<file path="config.mk">
export PLATFORM = sky130hd
export DESIGN_NAME = arm_decode_seq
export DESIGN_NICKNAME = d
export VERILOG_FILES = /design/src/rtl/arm_decode_seq.sv
export SDC_FILE = /design/constraint.sdc
export NUM_CORES = 1
export LEC_CHECK = 0
export CORE_UTILIZATION = 45
export DETAILED_ROUTE_END_ITERATION = 8
export PLACE_DENSITY = 0.86
export SYNTH_ARGS = -nofsm -noshare
export SYNTH_HDL_FRONTEND = slang
export SYNTH_SLANG_ARGS = --single-unit
export TNS_END_PERCENT = 20
</file>
<file path="constraint.sdc">
create_clock -name clk -period 2.7 [get_ports clk]
set_input_delay 0.27 -clock clk [delete_from_list [all_inputs] [get_ports clk]]
set_output_delay 0.27 -clock clk [all_outputs]
set_load 0.05 [all_outputs]
</file>
<file path="src/rtl/arm_decode_seq.sv">
// ARM7TDMI decode stage: instruction class, condition check, and
// LDM/STM expansion into one micro-op per listed register.
module arm_decode_seq #(
    parameter int NUM_REGS = 16,
    parameter int IDX_W    = 4,
    parameter bit COND_EN  = 1'b1
) (
    input  logic             clk,
    input  logic             rst,
    input  logic             in_valid,
    output logic             in_ready,
    input  logic [31:0]      in_instr,
    input  logic [3:0]       in_flags,
    output logic             out_valid,
    input  logic             out_ready,
    output logic [31:0]      out_instr,
    output logic [2:0]       out_class,
    output logic [3:0]       out_opcode,
    output logic             out_cond_pass,
    output logic [IDX_W-1:0] out_reg,
    output logic             out_load,
    output logic             out_first,
    output logic             out_last,
    output logic             busy
);

    localparam logic [2:0] CLS_DP     = 3'd0;
    localparam logic [2:0] CLS_LDST   = 3'd1;
    localparam logic [2:0] CLS_LDMSTM = 3'd2;
    localparam logic [2:0] CLS_BRANCH = 3'd3;
    localparam logic [2:0] CLS_OTHER  = 3'd4;
    localparam logic [2:0] CLS_NOP    = 3'd5;

    localparam logic [NUM_REGS-1:0] ONE       = NUM_REGS'(1);
    localparam logic [IDX_W-1:0]    EMPTY_REG = IDX_W'(NUM_REGS - 1);

    typedef enum logic {
        IDLE,
        MULTI
    } state_t;

    state_t              state;
    logic [NUM_REGS-1:0] remaining;

    logic                accept;
    logic                pass;
    logic [2:0]          cls_raw;
    logic [NUM_REGS-1:0] list;
    logic [NUM_REGS-1:0] list_rest;
    logic [NUM_REGS-1:0] rem_next;
    logic [NUM_REGS-1:0] rem_after;

    // Index of the lowest set bit; ascending register order.
    function automatic logic [IDX_W-1:0] lowest(input logic [NUM_REGS-1:0] v);
        lowest = '0;
        for (int i = NUM_REGS - 1; i >= 0; i--) begin
            if (v[i]) lowest = IDX_W'(i);
        end
    endfunction

    function automatic logic cond_eval(input logic [3:0] c, input logic [3:0] f);
        logic n, z, cy, v;
        {n, z, cy, v} = f;
        unique case (c)
            4'h0: cond_eval = z;
            4'h1: cond_eval = !z;
            4'h2: cond_eval = cy;
            4'h3: cond_eval = !cy;
            4'h4: cond_eval = n;
            4'h5: cond_eval = !n;
            4'h6: cond_eval = v;
            4'h7: cond_eval = !v;
            4'h8: cond_eval = cy && !z;
            4'h9: cond_eval = !cy || z;
            4'hA: cond_eval = (n == v);
            4'hB: cond_eval = (n != v);
            4'hC: cond_eval = !z && (n == v);
            4'hD: cond_eval = z || (n != v);
            4'hE: cond_eval = 1'b1;
            4'hF: cond_eval = 1'b0;
        endcase
    endfunction

    assign in_ready = (state == IDLE) && (!out_valid || out_ready);
    assign accept   = in_valid && in_ready;
    assign pass     = COND_EN ? cond_eval(in_instr[31:28], in_flags) : 1'b1;
    assign list     = in_instr[NUM_REGS-1:0];

    always_comb begin
        cls_raw = CLS_OTHER;
        unique case (in_instr[27:25])
            3'b000, 3'b001: cls_raw = CLS_DP;
            3'b010, 3'b011: cls_raw = CLS_LDST;
            3'b100:         cls_raw = CLS_LDMSTM;
            3'b101:         cls_raw = CLS_BRANCH;
            3'b110, 3'b111: cls_raw = CLS_OTHER;
        endcase
    end

    // x & (x-1) drops the lowest set bit; zero result means one bit was left.
    assign list_rest = list & (list - ONE);
    assign rem_next  = remaining & (remaining - ONE);
    assign rem_after = rem_next & (rem_next - ONE);

    always_ff @(posedge clk) begin
        if (rst) begin
            state         <= IDLE;
            remaining     <= '0;
            busy          <= 1'b0;
            out_valid     <= 1'b0;
            out_instr     <= '0;
            out_class     <= '0;
            out_opcode    <= '0;
            out_cond_pass <= 1'b0;
            out_reg       <= '0;
            out_load      <= 1'b0;
            out_first     <= 1'b0;
            out_last      <= 1'b0;
        end else begin
            unique case (state)
                IDLE: begin
                    if (accept) begin
                        out_valid     <= 1'b1;
                        out_instr     <= in_instr;
                        out_opcode    <= in_instr[24:21];
                        out_load      <= in_instr[20];
                        out_first     <= 1'b1;
                        out_last      <= 1'b1;
                        out_cond_pass <= pass;
                        out_reg       <= '0;
                        if (!pass) begin
                            out_class <= CLS_NOP;
                        end else if (cls_raw == CLS_LDMSTM && |list) begin
                            state     <= MULTI;
                            busy      <= 1'b1;
                            remaining <= list;
                            out_class <= CLS_LDMSTM;
                            out_reg   <= lowest(list);
                            out_last  <= (list_rest == '0);
                        end else if (cls_raw == CLS_LDMSTM) begin
                            out_class <= CLS_LDMSTM;
                            out_reg   <= EMPTY_REG;
                        end else begin
                            out_class <= cls_raw;
                        end
                    end else if (out_ready) begin
                        out_valid <= 1'b0;
                    end
                end
                MULTI: begin
                    if (out_ready) begin
                        out_first <= 1'b0;
                        if (out_last) begin
                            state     <= IDLE;
                            busy      <= 1'b0;
                            out_valid <= 1'b0;
                            remaining <= '0;
                        end else begin
                            remaining <= rem_next;
                            out_reg   <= lowest(rem_next);
                            out_last  <= (rem_after == '0);
                        end
                    end
                end
            endcase
        end
    end

endmodule
</file>
==> impl_metrics.tcl, run 1 <==
set metrics [dict create \
    status "finished, final reports clean" \
    rsz0062_at_grt "true" \
    rows 32 \
    ys.flop_type "dfxtp_1" \
    yosys-top-cells-area "dfxtp_1 (33%), nand2_1 (9.2%), a21oi_1 (8.3%), nor2_1 (4.9%), clkbuf_1 (3.2%)" \
    dieArea_um2 8670 \
    yosysMostFrequentCell "nand2_1" \
    muxShareOfSynthArea_pct 1.61 \
    synth_area_per_cell_um2 7.34 \
    cp_slowest_stage_delay_ps 610 \
    fmax_mhz 373 \
    min_path_type "input port to flip-flop" \
    p_seq_share_pct 40.0 \
    nNetsFinal 666 \
    synthAdderAreaFrac_pct 1.64 \
    stdcell_count 732 \
    combPwrFrac_pct 28.7 \
    power_leakage_nw 1.96 \
    synth_compound_area_share_pct 30.3 \
    setup_viol 0 \
    crit_chain "clkdlybuf4s50_1 -> nor4_1 -> nand4b_1 -> maj3_1 -> o31ai_2 -> or4b_2 -> a22oi_1 -> and2_1" \
    routed_wl_um 12400 \
    yosysSeqAreaShare_pct 32.7 \
    period_needed_ps 2680 \
    synth_fp_nets 549 \
    critical_path_class "input port to flip-flop" \
    die_y_um 93.1 \
    synth_edf_count 0 \
    postRouteAntennaNets 0 \
    cts_root_buf "clkbuf_8" \
    grt_overflow 0 \
    cp_data_arrival_time_ps 2970 \
    routabilityCongestion 1.00 \
    drt-wirelength-per-cell_um 17.0 \
    grt_antenna_before_repair 0 \
    cts_made_buffers 9 \
    synth_seq_cells 61 \
    grt_max_degree 54 \
    peakVddDrop_mv 0.324 \
    synth_top_family_by_area "compound AO/OA/AOI/OAI gates" \
    total_power_mw 2.45 \
    drv_cap 0 \
    whs_ps 417 \
    slew_headroom_pct 46.3 \
    dp_cells 717 \
    synthCells 509 \
    clk_path_buf_depth 2 \
    finalWorstSetupSlack_ps 17.0 \
    vias_per_cell 6.04 \
    post-place-ws_ps -358 \
    final.setup.tns_ps 0 \
    synth_top_area_share_pct 32.7 \
    ys_warn_count 0 \
    worstSetupStartpointType "input port" \
    worstPathRequired_ps 2990 \
    synth_area_leader_cell "dfxtp_1" \
    switching_share_pct 33.0 \
    ios 90 \
    route.vias.total 4422 \
    cpMaxStageDelayCell "or4b_2" \
    report.final.hold_viol_count 0 \
    cts_sinks 61 \
    finalMaxSlewViolations 0 \
    grtUsageTotal_pct 29.3 \
    cts_tree "built" \
    post-dp-hpwl_um 9300 \
    areaGrowthSynthToFinish_pct 39.6 \
    route.detailed.drc 0 \
    end_kind "flip-flop" \
    switching_power_uw 809 \
    post_synth_num_cell_types 69 \
    dr.pass1.iters 5 \
    p_clk_share_pct 31.3 \
    synthXorXnorAreaFrac_pct 0.235 \
    worstMarginPinSlew_ps 797 \
    synthesis.area_um2 3730 \
    drtIter0Drc 379 \
    cts.clk_slew.worst_paths_ps 70 \
    finClkSkew_ps 4.04 \
    grt_pass1_vias 4141 \
    htree_levels 3 \
    synth-simple-area-share_pct 25.7 \
    final_util_pct 66.1 \
    die_x_um 93.1 \
    start_util_pct 47.4 \
    powerDensity_nw_per_um2 470 \
    io_buffers 89 \
    n_antenna_cell 0 \
    post_dp_cell_area_um2 5010 \
    critPathMaxFanout 5 \
    clk-insertion-delay-late_ps 340 \
    core_um2 7890 \
    p_int_mw 1.64 \
    synth_async_sr_flop_share_pct 0 \
    drive_above_1_share_pct 16.5 \
    grt_pass1_wl_um 20200 \
    min_period_over_period_pct 99.4 \
    yosys-top-cells-count "nand2_1 (92), a21oi_1 (62), dfxtp_1 (61)" \
    largest_reg_flops 32 \
    final_cell_area_um2 5220 \
]
==> area by class of cell <==
class / instances / area (um^2)
inverters: 12 / 45.0
fillers: 639 / 2670
well taps: 102 / 128
clock buffers: 10 / 128
repair buffers: 155 / 1400
clock inverters: 5 / 52.6
multi-input cells: 387 / 2240
flip-flops and latches: 61 / 1220
==> timing repair <==
| item | 4_1_cts | 5_1_grt |
|---|---|---|
| buffers inserted | 0 | 0 |
| endpoints found under the setup margin | 1 | 3 |
| pin swaps | 0 | 0 |
| gates resized for setup | 1 | 6 |
| hold buffers | 0 | 0 |
==> power groups by stage <==
stage / Sequential [mW] / Clock (mW) / Combinational [mW]
after floorplan: 1.13 / 0 / 0.272
after global placement: 0.996 / 0 / 0.681
after detailed placement: 0.998 / 0 / 0.692
after CTS: 0.979 / 0.773 / 0.696
after global routing: 0.984 / 0.822 / 0.746
final: 0.979 / 0.768 / 0.704
==> cell usage in the layout, fill, tap and decap left out, types with 4 or more instances in the layout <==
master,instances
clkdlybuf4s50_1,87
nor3_1,7
nor2b_1,8
nor2_1,47
o21ai_0,22
nand2_1,92
or4_1,4
inv_1,12
a311oi_1,7
dfxtp_1,61
nand3_1,5
a31oi_1,8
a32o_1,7
maj3_1,5
a211oi_1,8
buf_4,65
a2111oi_0,4
mux2i_1,6
or3_1,7
nand2b_1,6
o211ai_1,5
clkbuf_8,9
a21oi_1,62
or2_2,5
==> final timing paths <==
check	start	end	slack, ps	cells past startpoint
setup / recovery	in_instr[0]	out_last	20	8
hold / removal	rst	state	420	4
setup reg to reg	remaining[0]	out_reg[1]	40	8
hold reg to reg	out_instr[13]	out_instr[13]	450	2
==> routing by layer <==
| metal | GRT usage, % | part of all wire, % |
|---|---|---|
| met5 | 0 | 0 |
| met4 | 7.18 | 1.6 |
| met3 | 7.72 | 7.6 |
| met2 | 50.1 | 49 |
| met1 | 36.7 | 42 |
==> critical path, delay by kind of cell <==
family	cells	cell delay [ps]
and+or+nand+nor	4	1470
buffers and inverters	1	500
AOI/OAI and AO/OA	2	350
adders and majority gates	1	390
==> cells by family (layout without fill, tap and decap cells) <==
kind of cell	Yosys count	in the layout
xor+xnor	1	1
buf+inv	61	182
simple gates	205	205
flops	61	61
compound gates	169	169
fa+ha+maj	6	6
mux	6	6
(Power assumes the default switching activity.)
==> run 2, diff against run 1 <==
- CORE_ASPECT_RATIO: not set -> 1.25
- CORE_MARGIN: not set -> 2
==> impl_metrics.tcl, run 2 (synthesis gave the netlist of run 1 again) <==
set metrics [dict create \
    end_kind "flip-flop" \
    worstSetupStartpointType "flip-flop" \
    clk_path_buf_depth 2 \
    routed_wl_um 12800 \
    ios 90 \
    grtUsageTotal_pct 28.4 \
    io_buffers 89 \
    report.final.hold_viol_count 0 \
    total_power_mw 2.62 \
    drt-wirelength-per-cell_um 17.6 \
    setup_viol 0 \
    r2r_setup_slack_ps 60 \
    cts_tree "built" \
    drtIter0Drc 347 \
    start_util_pct 45.8 \
    grt_pass1_wl_um 20500 \
    vias_per_cell 6.18 \
    largest_reg_flops 32 \
    min_path_type "input port to flip-flop" \
    finalMaxSlewViolations 0 \
    dieArea_um2 9050 \
    clk-insertion-delay-late_ps 360 \
    final_cell_mix "nand2_1 (92), clkdlybuf4s50_1 (87), buf_4 (65)" \
    peakVddDrop_mv 0.396 \
    drive_above_1_share_pct 16.5 \
    dr.pass1.iters 6 \
    grt_overflow 0 \
    grt_antenna_before_repair 0 \
    route.vias.total 4493 \
    cts_root_buf "clkbuf_8" \
    period_needed_ps 2640 \
    grt_pass1_vias 4358 \
    die_y_um 106 \
    rows 37 \
    postRouteAntennaNets 0 \
    finalWorstSetupSlack_ps 61.6 \
    routabilityCongestion 0.983 \
    worstMarginPinSlew_ps 684 \
    hp-start "rst" \
    critPathMaxFanout 9 \
    reg2reg_from "remaining[1]" \
    worstPathRequired_ps 2990 \
    power_leakage_nw 1.97 \
    status "finished, final reports clean" \
    nNetsFinal 665 \
    powerDensity_nw_per_um2 499 \
    worstRegToRegCells 8 \
    post-place-ws_ps -319 \
    mostFrequentLayoutCell "nand2_1" \
    min_period_over_period_pct 97.7 \
    cts.clk_slew.worst_paths_ps 80 \
    die_x_um 85.5 \
    worstReg2RegEnd "out_last" \
    slew_headroom_pct 53.9 \
    fmax_mhz 379 \
    drv_cap 0 \
    route.detailed.drc 0 \
    n_fill_cell 695 \
    grt_max_degree 54 \
    htree_levels 3 \
    post-dp-hpwl_um 9290 \
    hold_buffers 0 \
    cts_sinks 61 \
    n_antenna_cell 0 \
    cp_data_arrival_time_ps 2930 \
    critical_path_class "flip-flop to flip-flop" \
    finClkSkew_ps 15.9 \
    cts_made_buffers 9 \
    holdPathStages 4 \
    holdPathEnd "remaining[7]" \
    areaGrowthSynthToFinish_pct 40.2 \
    core_um2 8150 \
]
-- run 2: changes by cell type in the layout (fill, tap and decap cells not counted), sizes merged --
| cell | before | now |
|---|---|---|
| buf | 67 | 66 |
| clkinv | 3 | 2 |
| dlymetal6s2s | 1 | 0 |
| dlygate4sd2 | 0 | 1 |
| bufinv | 1 | 2 |
| clkbuf | 10 | 12 |
| clkinvlp | 1 | 0 |
-- run 2: critical path, stage by stage (launching register included) --
cell	delay (ps)
dfxtp_1	330
or4_4	580
buf_4	190
a2111oi_0	320
a21oi_1	130
nor2_1	240
a31oi_1	120
a2111oi_1	470
and2_1	190
-- run 2: what timing repair did --
action | in CTS | in global routing
endpoints found under the setup margin | 1 | 2
hold endpoints to repair | 0 | 0
pin swaps | 0 | 1
setup buffers | 0 | 0
resized for setup | 2 | 6
-- run 2: metrics by stage --
| stage | TNS, ps | cells | area, um^2 | hold slack (ps) | utilization [%] |
|---|---|---|---|---|---|
| after global routing | -0.838 | 727 | 5240 | 408 | 64.3 |
| after floorplan | 0 | 509 | 3730 | 396 | - |
| final | 0 | 727 | 5240 | 398 | 64.3 |
| after CTS | 0 | 727 | 5210 | 382 | 64.0 |
| after global placement | -1110 | 711 | 4990 | 442 | 61.2 |
| after detailed placement | -2140 | 711 | 4990 | 447 | 61.2 |
-- run 2: where the power goes --
| part | internal (mW) | total (mW) | switching (mW) |
|---|---|---|---|
| registers | 0.947 | 0.979 | 0.0321 |
| logic | 0.274 | 0.702 | 0.428 |
| clock network | 0.567 | 0.934 | 0.367 |
-- run 2: worst max-delay path by stage --
stage                 start  endpoint  slack [ps]  cells past startpoint
2_1_floorplan  remaining[4]  out_last         170                     10
3_3_place_gp    in_instr[5]  out_last        -280                      8
3_5_place_dp    in_instr[5]  out_last        -320                      8
4_1_cts        remaining[0]  out_last           8                      8
5_1_grt        remaining[0]  out_last        -0.8                      8
6_report       remaining[1]  out_last          60                      8
-- run 2: area by class of cell --
cell class / count / area, um^2 / area share (%)
Multi-Input combinational cell: 387 / 2250 / 43.0
Sequential cell: 61 / 1220 / 23.3
Inverter: 12 / 45.0 / 0.860
Clock buffer: 12 / 155 / 2.96
Clock inverter: 4 / 70.1 / 1.34
Tap cell: 97 / 121 / 2.32
Timing Repair Buffer: 154 / 1370 / 26.2
-- run 2: per-layer routing --
layer	up-vias	global-route usage (%)	wire length (um)
met1	2094	32.0	4780
met2	263	47.1	6300
li1	2072	-	-
met3	64	6.73	1040
met5	-	0	0
met4	0	18.5	698
